==> src/rtl/wb_pipeline_unit_if.sv <==
// ---------------------------------------------------------------------------
// wb_pipeline_unit_if
// Bundles the MEM->WB instruction bus, the register-file write port, the
// EX-stage forwarding query and the retire counter for wb_pipeline_unit.
//
// Modports:
//   master : MEM-stage / EX-stage side. Drives the i_* signals and observes
//            the o_* signals.
//   slave  : writeback stage. Observes the i_* signals and drives the o_*
//            signals.
//
// Signal groups:
//   control   : i_valid, i_stall, i_flush
//   datapath  : i_ALU_rslt, i_data, i_pc, i_addr_lo
//   load ctl  : i_ld_size, i_ld_unsigned
//   routing   : i_flg_wb_src, i_flg_ALU_dst, i_rd, i_rt, i_flg_reg_wr
//   fwd query : i_chk_rs, i_chk_rt -> o_fwd_rs, o_fwd_rt
//   reg write : o_wr_data, o_reg_sel, o_reg_wr, o_valid
//   counter   : o_retired
// ---------------------------------------------------------------------------
interface wb_pipeline_unit_if #(
    parameter int NBITS   = 32,
    parameter int NREGSEL = 5
) ();
    logic               i_valid;
    logic               i_stall;
    logic               i_flush;
    logic [NBITS-1:0]   i_ALU_rslt;
    logic [NBITS-1:0]   i_data;
    logic [NBITS-1:0]   i_pc;
    logic [1:0]         i_addr_lo;
    logic [1:0]         i_ld_size;
    logic               i_ld_unsigned;
    logic [1:0]         i_flg_wb_src;
    logic [1:0]         i_flg_ALU_dst;
    logic [NREGSEL-1:0] i_rd;
    logic [NREGSEL-1:0] i_rt;
    logic               i_flg_reg_wr;
    logic [NREGSEL-1:0] i_chk_rs;
    logic [NREGSEL-1:0] i_chk_rt;

    logic [NBITS-1:0]   o_wr_data;
    logic [NREGSEL-1:0] o_reg_sel;
    logic               o_reg_wr;
    logic               o_valid;
    logic               o_fwd_rs;
    logic               o_fwd_rt;
    logic [31:0]        o_retired;

    modport master (
        output i_valid, i_stall, i_flush, i_ALU_rslt, i_data, i_pc,
               i_addr_lo, i_ld_size, i_ld_unsigned, i_flg_wb_src,
               i_flg_ALU_dst, i_rd, i_rt, i_flg_reg_wr, i_chk_rs, i_chk_rt,
        input  o_wr_data, o_reg_sel, o_reg_wr, o_valid, o_fwd_rs, o_fwd_rt,
               o_retired
    );

    modport slave (
        input  i_valid, i_stall, i_flush, i_ALU_rslt, i_data, i_pc,
               i_addr_lo, i_ld_size, i_ld_unsigned, i_flg_wb_src,
               i_flg_ALU_dst, i_rd, i_rt, i_flg_reg_wr, i_chk_rs, i_chk_rt,
        output o_wr_data, o_reg_sel, o_reg_wr, o_valid, o_fwd_rs, o_fwd_rt,
               o_retired
    );
endinterface

==> src/rtl/wb_pipeline_unit.sv <==
// ---------------------------------------------------------------------------
// wb_pipeline_unit
// Registered MIPS writeback stage. Holds the MEM/WB pipeline register,
// performs load byte/halfword extraction with sign/zero extension, selects
// the writeback source (memory, ALU, PC+8 link), picks the destination
// register, and drives the register-file write port. It also flags EX-stage
// source operands that match the pending writeback.
//
// Ports:
//   i_clk : clock, all state updates on the rising edge
//   i_rst : synchronous active-high reset
//   bus   : wb_pipeline_unit_if.slave (see the interface file for signals)
//
// Optional feature macro: WB_RETIRE_CNT_EN
//   defined   : 32-bit retired-instruction counter on bus.o_retired
//   undefined : bus.o_retired tied to 0, no counter built
// ---------------------------------------------------------------------------
module wb_pipeline_unit #(
    parameter int NBITS    = 32,
    parameter int NREGSEL  = 5,
    parameter int LINK_REG = 31
) (
    input  logic                   i_clk,
    input  logic                   i_rst,
    wb_pipeline_unit_if.slave      bus
);

    // ---------------------------------------------------------------
    // Load extraction (combinational, ahead of the pipeline register)
    // ---------------------------------------------------------------
    logic [7:0]       byte_lane [4];
    logic [7:0]       byte_sel;
    logic [15:0]      half_sel;
    logic [NBITS-1:0] word_ext;
    logic [NBITS-1:0] load_ext;
    logic [NBITS-1:0] link_data;
    logic             sign_en;

    // Little-endian byte lanes of the low 32 bits of the memory word.
    generate
        for (genvar gi = 0; gi < 4; gi++) begin : g_lane
            assign byte_lane[gi] = bus.i_data[8*gi +: 8];
        end
    endgenerate

    assign sign_en = ~bus.i_ld_unsigned;

    // Word loads only need extension when the datapath is wider than 32.
    generate
        if (NBITS > 32) begin : g_word_wide
            assign word_ext = {{(NBITS-32){sign_en & bus.i_data[31]}},
                               bus.i_data[31:0]};
        end else begin : g_word_native
            assign word_ext = bus.i_data[31:0];
        end
    endgenerate

    // PC+8 wraps modulo 2^NBITS by plain truncation.
    assign link_data = bus.i_pc + NBITS'(8);

    always_comb begin
        byte_sel = byte_lane[bus.i_addr_lo];
        // Halfword misalignment (addr_lo[0]=1) is not trapped; bit 0 ignored.
        half_sel = bus.i_addr_lo[1] ? bus.i_data[31:16] : bus.i_data[15:0];
        case (bus.i_ld_size)
            2'b00:   load_ext = {{(NBITS-8){sign_en & byte_sel[7]}}, byte_sel};
            2'b01:   load_ext = {{(NBITS-16){sign_en & half_sel[15]}}, half_sel};
            default: load_ext = word_ext;
        endcase
    end

    // ---------------------------------------------------------------
    // Source / destination selection and next-state
    // ---------------------------------------------------------------
    logic               accept;
    logic               valid_reg,   valid_next;
    logic [NBITS-1:0]   wr_data_reg, wr_data_next;
    logic [NREGSEL-1:0] reg_sel_reg, reg_sel_next;
    logic               reg_wr_reg,  reg_wr_next;

    // Flush and stall both produce a bubble; flush's priority over stall
    // only matters in that either one blocks capture.
    assign accept = bus.i_valid & ~bus.i_flush & ~bus.i_stall;

    always_comb begin
        valid_next   = accept;
        wr_data_next = wr_data_reg;
        reg_sel_next = reg_sel_reg;
        reg_wr_next  = reg_wr_reg;
        if (accept) begin
            case (bus.i_flg_wb_src)
                2'b00:   wr_data_next = load_ext;
                2'b10:   wr_data_next = link_data;
                default: wr_data_next = bus.i_ALU_rslt;
            endcase
            case (bus.i_flg_ALU_dst)
                2'b00:   reg_sel_next = bus.i_rt;
                2'b01:   reg_sel_next = bus.i_rd;
                2'b10:   reg_sel_next = '0;
                default: reg_sel_next = NREGSEL'(LINK_REG);
            endcase
            reg_wr_next = bus.i_flg_reg_wr;
        end
    end

    always_ff @(posedge i_clk) begin
        if (i_rst) begin
            valid_reg   <= 1'b0;
            wr_data_reg <= '0;
            reg_sel_reg <= '0;
            reg_wr_reg  <= 1'b0;
        end else begin
            valid_reg   <= valid_next;
            wr_data_reg <= wr_data_next;
            reg_sel_reg <= reg_sel_next;
            reg_wr_reg  <= reg_wr_next;
        end
    end

    // ---------------------------------------------------------------
    // Register-file write port and forwarding flags
    // ---------------------------------------------------------------
    logic wr_en;

    // valid_reg drops on every bubble, so a stalled instruction never
    // writes twice; r0 writes are suppressed here for every source.
    assign wr_en = valid_reg & reg_wr_reg & (reg_sel_reg != '0);

    assign bus.o_wr_data = wr_data_reg;
    assign bus.o_reg_sel = reg_sel_reg;
    assign bus.o_reg_wr  = wr_en;
    assign bus.o_valid   = valid_reg;

    // wr_en already excludes r0, so an index-0 query can never match.
    assign bus.o_fwd_rs = wr_en & (reg_sel_reg == bus.i_chk_rs);
    assign bus.o_fwd_rt = wr_en & (reg_sel_reg == bus.i_chk_rt);

    // ---------------------------------------------------------------
    // Retired-instruction counter
    // ---------------------------------------------------------------
`ifdef WB_RETIRE_CNT_EN
    logic [31:0] retired_reg;

    // Counts every instruction that leaves WB, including r0 targets and
    // non-writing instructions; wraps naturally at 2^32.
    always_ff @(posedge i_clk) begin
        if (i_rst) begin
            retired_reg <= '0;
        end else if (valid_reg) begin
            retired_reg <= retired_reg + 32'd1;
        end
    end

    assign bus.o_retired = retired_reg;
`else
    assign bus.o_retired = '0;
`endif

endmodule
==> src/flat_wrapper.sv <==
// flat-port wrapper written by rule: the top's interface ports become plain ports
module wb_pipeline_unit_flat 
#(
    parameter int NBITS    = 32,
    parameter int NREGSEL  = 5,
    parameter int LINK_REG = 31
)
  (i_clk, i_rst, bus_i_valid, bus_i_stall, bus_i_flush, bus_i_ALU_rslt, bus_i_data, bus_i_pc, bus_i_addr_lo, bus_i_ld_size, bus_i_ld_unsigned, bus_i_flg_wb_src, bus_i_flg_ALU_dst, bus_i_rd, bus_i_rt, bus_i_flg_reg_wr, bus_i_chk_rs, bus_i_chk_rt, bus_o_wr_data, bus_o_reg_sel, bus_o_reg_wr, bus_o_valid, bus_o_fwd_rs, bus_o_fwd_rt, bus_o_retired);
  wb_pipeline_unit_if #(.NBITS(NBITS), .NREGSEL(NREGSEL)) bus_i ();
  input  logic i_clk;
  input  logic i_rst;
  input wire logic [$bits(bus_i.i_valid)-1:0] bus_i_valid;
  input wire logic [$bits(bus_i.i_stall)-1:0] bus_i_stall;
  input wire logic [$bits(bus_i.i_flush)-1:0] bus_i_flush;
  input wire logic [$bits(bus_i.i_ALU_rslt)-1:0] bus_i_ALU_rslt;
  input wire logic [$bits(bus_i.i_data)-1:0] bus_i_data;
  input wire logic [$bits(bus_i.i_pc)-1:0] bus_i_pc;
  input wire logic [$bits(bus_i.i_addr_lo)-1:0] bus_i_addr_lo;
  input wire logic [$bits(bus_i.i_ld_size)-1:0] bus_i_ld_size;
  input wire logic [$bits(bus_i.i_ld_unsigned)-1:0] bus_i_ld_unsigned;
  input wire logic [$bits(bus_i.i_flg_wb_src)-1:0] bus_i_flg_wb_src;
  input wire logic [$bits(bus_i.i_flg_ALU_dst)-1:0] bus_i_flg_ALU_dst;
  input wire logic [$bits(bus_i.i_rd)-1:0] bus_i_rd;
  input wire logic [$bits(bus_i.i_rt)-1:0] bus_i_rt;
  input wire logic [$bits(bus_i.i_flg_reg_wr)-1:0] bus_i_flg_reg_wr;
  input wire logic [$bits(bus_i.i_chk_rs)-1:0] bus_i_chk_rs;
  input wire logic [$bits(bus_i.i_chk_rt)-1:0] bus_i_chk_rt;
  output wire logic [$bits(bus_i.o_wr_data)-1:0] bus_o_wr_data;
  output wire logic [$bits(bus_i.o_reg_sel)-1:0] bus_o_reg_sel;
  output wire logic [$bits(bus_i.o_reg_wr)-1:0] bus_o_reg_wr;
  output wire logic [$bits(bus_i.o_valid)-1:0] bus_o_valid;
  output wire logic [$bits(bus_i.o_fwd_rs)-1:0] bus_o_fwd_rs;
  output wire logic [$bits(bus_i.o_fwd_rt)-1:0] bus_o_fwd_rt;
  output wire logic [$bits(bus_i.o_retired)-1:0] bus_o_retired;
  assign bus_i.i_valid = bus_i_valid;
  assign bus_i.i_stall = bus_i_stall;
  assign bus_i.i_flush = bus_i_flush;
  assign bus_i.i_ALU_rslt = bus_i_ALU_rslt;
  assign bus_i.i_data = bus_i_data;
  assign bus_i.i_pc = bus_i_pc;
  assign bus_i.i_addr_lo = bus_i_addr_lo;
  assign bus_i.i_ld_size = bus_i_ld_size;
  assign bus_i.i_ld_unsigned = bus_i_ld_unsigned;
  assign bus_i.i_flg_wb_src = bus_i_flg_wb_src;
  assign bus_i.i_flg_ALU_dst = bus_i_flg_ALU_dst;
  assign bus_i.i_rd = bus_i_rd;
  assign bus_i.i_rt = bus_i_rt;
  assign bus_i.i_flg_reg_wr = bus_i_flg_reg_wr;
  assign bus_i.i_chk_rs = bus_i_chk_rs;
  assign bus_i.i_chk_rt = bus_i_chk_rt;
  assign bus_o_wr_data = bus_i.o_wr_data;
  assign bus_o_reg_sel = bus_i.o_reg_sel;
  assign bus_o_reg_wr = bus_i.o_reg_wr;
  assign bus_o_valid = bus_i.o_valid;
  assign bus_o_fwd_rs = bus_i.o_fwd_rs;
  assign bus_o_fwd_rt = bus_i.o_fwd_rt;
  assign bus_o_retired = bus_i.o_retired;
  wb_pipeline_unit #(.NBITS(NBITS), .NREGSEL(NREGSEL), .LINK_REG(LINK_REG)) u_core (.i_clk(i_clk), .i_rst(i_rst), .bus(bus_i));
endmodule
==> config.mk <==
export PLATFORM = sky130hd
export DESIGN_NAME = wb_pipeline_unit_flat
export DESIGN_NICKNAME = d
export VERILOG_FILES = /design/src/rtl/wb_pipeline_unit_if.sv /design/src/rtl/wb_pipeline_unit.sv /design/src/flat_wrapper.sv
export SDC_FILE = /design/constraint.sdc
export NUM_CORES = 1
export LEC_CHECK = 0
export CORE_UTILIZATION = 59
export CTS_CLUSTER_DIAMETER = 120
export CTS_CLUSTER_SIZE = 10
export DETAILED_ROUTE_END_ITERATION = 8
export DONT_BUFFER_PORTS = 1
export PLACE_DENSITY = 0.81
export SETUP_SLACK_MARGIN = 0.02
export SYNTH_ARGS = -nofsm -noshare
export SYNTH_HDL_FRONTEND = slang
export SYNTH_SLANG_ARGS = --single-unit
==> constraint.sdc <==
create_clock -name i_clk -period 2.1 [get_ports i_clk]
set_input_delay 0.525 -clock i_clk [delete_from_list [all_inputs] [get_ports i_clk]]
set_output_delay 0.525 -clock i_clk [all_outputs]
set_load 0.05 [all_outputs]
==> flow_metrics.py <==
metrics = {
    "logic_synthesis": {
        "synth_seq_area_share_pct": 22.2,
        "synth-compound-area-share_pct": 31.4,
        "share_of_flip_flops_with_an_asynchronous_set_or_reset_pct": 0,
        "post_synth_fa_ha_maj_area_fraction_pct": 0.355,
        "yosys.area_share.xor_xnor_pct": 5.72,
        "synthDistinctLibCells": 64,
        "synth_top_flop_cell": "dfxtp_1",
        "postSynthCellCount": 446,
        "synth_simple_gate_area_share_pct": 24.5,
        "number_of_synthesized_flops_with_an_enable_pin": 0,
        "avgSynthCellArea_sq_um": 7.89,
        "yosysWarningCount": 0,
        "synthesis.area_sq_um": 3520,
        "main_combinational_cell_family_by_area_after_synthesis": "compound AO/OA/AOI/OAI gates",
        "ys_seq_elements": 39,
        "post_synth_mux_area_share_pct": 3.70,
    },
    "critical_path": {
        "crit_fanout": 3,
        "kind_of_critical_path": "reg2out",
        "critPathMaxStageDelay_ns": 0.52,
        "cpMaxStageDelayCell": "or4_4",
        "critPathBufInv": 2,
        "cp_startpoint_kind": "register",
        "timing.critical_path.cells": "or4_4 > o211ai_1 > buf_4 > nor4_4 > buf_6",
        "crit_path_start": "u_core.bus.o_reg_sel[1]",
        "critical-path-top-delay-family": "simple AND/OR/NAND/NOR gates",
        "timing.rr.start": "u_core.bus.o_wr_data[14]",
        "endpoint_kind": "output pin",
        "worst-endpoint-arrival_ns": 1.71,
        "critical_path_required_ns": 1.57,
    },
    "job": {
        "max-cap-violations": 0,
    },
    "cells_and_area": {
        "fin_nets": 579,
        "flip_flop_count_of_the_largest_register_after_layout": 32,
        "synth_to_layout_area_growth_pct": 6.65,
        "num_antenna_cells": 0,
        "postLayoutCellArea_sq_um": 3750,
        "layout.filler_cells": 501,
        "final_layout_size_suffix_gt1_share_pct": 17.2,
        "most_frequent_standard_cell_in_the_layout_excluding_fill_and_tap_cells": "nor2_1",
        "mostFrequentLayoutCells": "nor2_1, o21ai_0, nand2_1",
    },
    "clock_network": {
        "tritoncts_clock_tree": "yes",
        "postCtsSetupRepairBufs": 0,
        "clock_sink_count": 39,
        "root_buffer": "clkbuf_8",
        "max-clock-path-buffers": 2,
        "htree_num_levels": 2,
        "clkLatencyLatePin_ns": 0.30,
        "tritoncts.num_buffers": 5,
        "path_clk_slew_ns": 0.09,
    },
    "timing": {
        "fin_setup_tns_ns": -0.313,
        "unrepaired_setup_endpoints_after_global_routing": "true",
        "timing.final.ws_setup_ns": -0.132,
        "finalMaxSlewViolations": 0,
        "timing.slew.headroom_pct": 60.9,
        "setup_viol": 3,
        "fin_hold_ws_ns": 0.304,
        "timing.clock.skew_ns": 0,
        "finalCriticalPeriod_ns": 2.23,
        "least_margin_pin_slew_ns": 0.585,
        "fin_crit_sh_pct": 106,
        "hold_violations": 0,
        "fmax_mhz": 448,
    },
    "floorplan": {
        "floorplan.die_area_sq_um": 6280,
        "chipHeight_microns": 79.2,
        "die-width_microns": 79.2,
        "num_rows": 27,
        "core_area_sq_um": 5640,
        "floorplan.initialDensity_pct": 62.4,
        "io_pins": 204,
    },
    "route": {
        "routedWlPerCell_microns": 21.5,
        "detailroute.via_count": 3524,
        "highest_layer": "met4",
        "detailroute.wirelength.met2_mm": 5.40,
        "drt_iter0_drc": 215,
        "drt_antenna_net_count": 0,
        "firstDrtPassIters": 4,
        "drt_drc_violations_left": 0,
        "route.detailed.vias_per_inst": 6.78,
        "routed-wl-met3_mm": 1.11,
        "routed_wl_mm": 11.2,
        "wl_met1_mm": 4.16,
    },
    "place": {
        "dpl.hpwl_mm": 8.71,
        "globalplace.congestion": 0.953,
        "buffer_ports.inserted": 0,
        "dpl-instance-area_sq_um": 3630,
    },
    "global_route": {
        "vias_in_the_first_global_route": 3272,
        "grt_max_degree": 48,
        "grt-ovfl-total": 0,
        "grt.total_usage_pct": 34.3,
        "grt_pass1_wl_mm": 16.4,
        "number_of_antenna_violations_at_the_first_check_in_global_routing": 0,
    },
    "hold_path": {
        "hp-class": "in2reg",
        "hold_start": "i_rst",
    },
    "run_status": {
        "outcome": "complete, but fails checks",
        "failed_checks": "negative setup slack",
    },
    "pwr": {
        "p_sw_share_pct": 37.2,
        "seq_power_share_pct": 44.2,
        "power_frac_comb_pct": 24.7,
        "static-leakage-power_nw": 1.32,
        "power_density_nw_per_um2": 554,
        "internal_power_w": 0.00130,
        "p_switching_w": 0.000773,
        "clock_power_share_pct": 31.0,
        "peakVddDrop_mv": 0.355,
    },
}
[per-stage QoR]
| step | power (W) | utilization, % | cells | worst slack (ns) |
|---|---|---|---|---|
| 6_report | 0.00208 | 66.5 | 520 | -0.132 |
| 5_1_grt | 0.00215 | 66.5 | 520 | -0.203 |
| 4_1_cts | 0.00208 | 66.5 | 520 | -0.142 |
| 3_5_place_dp | 0.00144 | 64.3 | 512 | 0.0606 |
| 3_3_place_gp | 0.00143 | 64.3 | 512 | 0.0733 |
| 2_1_floorplan | 0.00142 | - | 477 | -0.0292 |
[worst paths after layout]
check / endpoint / depth (start not counted) / slack, ns
hold reg to reg: u_core.reg_wr_reg / 2 / 0.47
setup reg to reg: u_core.bus.o_wr_data[14] / 3 / 0.70
setup / recovery: bus_o_fwd_rs / 5 / -0.13
hold / removal: u_core.bus.o_wr_data[1] / 1 / 0.30
[per-layer routing]
layer  track usage (%)  up-vias
met3              11.1       37
met4              16.4        0
li1                  -     1629
met1              38.4     1659
met5                 0        -
met2              58.5      199
[power groups by stage]
| stage | logic [W] | clock network, W | registers [W] |
|---|---|---|---|
| finish | 0.000514 | 0.000645 | 0.000919 |
| floorplan | 0.000475 | 0 | 0.000948 |
| detailed placement | 0.000505 | 0 | 0.000936 |
| CTS | 0.000510 | 0.000646 | 0.000919 |
| global route | 0.000550 | 0.000677 | 0.000923 |
| global placement | 0.000497 | 0 | 0.000936 |
[cell type report]
| class | count | area (sq um) | share of cell area, % |
|---|---|---|---|
| multi-input combinational | 365 | 2470 | 65.7 |
| sequential | 39 | 798 | 21.3 |
| timing repair buffer | 25 | 245 | 6.53 |
| tap | 72 | 90.1 | 2.40 |
| clock buffer | 5 | 68.8 | 1.83 |
| clock inverter | 3 | 43.8 | 1.17 |
| inverter | 11 | 41.3 | 1.10 |
[Yosys cell counts, types with 11 or more instances]
| cell | n | area share [%] |
|---|---|---|
| a21oi_1 | 13 | 1.8 |
| clkbuf_1 | 18 | 1.9 |
| nor4_1 | 11 | 2.0 |
| xnor2_1 | 18 | 4.5 |
| nand2_1 | 34 | 3.6 |
| nand3_1 | 11 | 1.6 |
| a311oi_1 | 11 | 2.7 |
| nand4_1 | 12 | 2.1 |
| dfxtp_1 | 39 | 22 |
| inv_1 | 11 | 1.2 |
| a211oi_1 | 15 | 3.2 |
| a221oi_1 | 15 | 3.7 |
| nor2_1 | 40 | 4.3 |
| o21ai_0 | 36 | 5.1 |
| buf_4 | 32 | 6.8 |
[kinds of logic after synthesis]
kind of cell / Yosys count
flip-flops: 39
XOR/XNOR: 23
other: 1
buffers and inverters: 73
multiplexers: 9
AND/OR/NAND/NOR: 157
AO/OA/AOI/OAI: 143
adder cells (fa/ha/maj): 1
[repair_timing]
action | in CTS | in global routing
pin swaps | 3 | 0
resized for setup | 3 | 0
hold buffers | 0 | 0
setup endpoints to repair | 3 | 3
No activity file was read; power rests on OpenSTA's default activity.
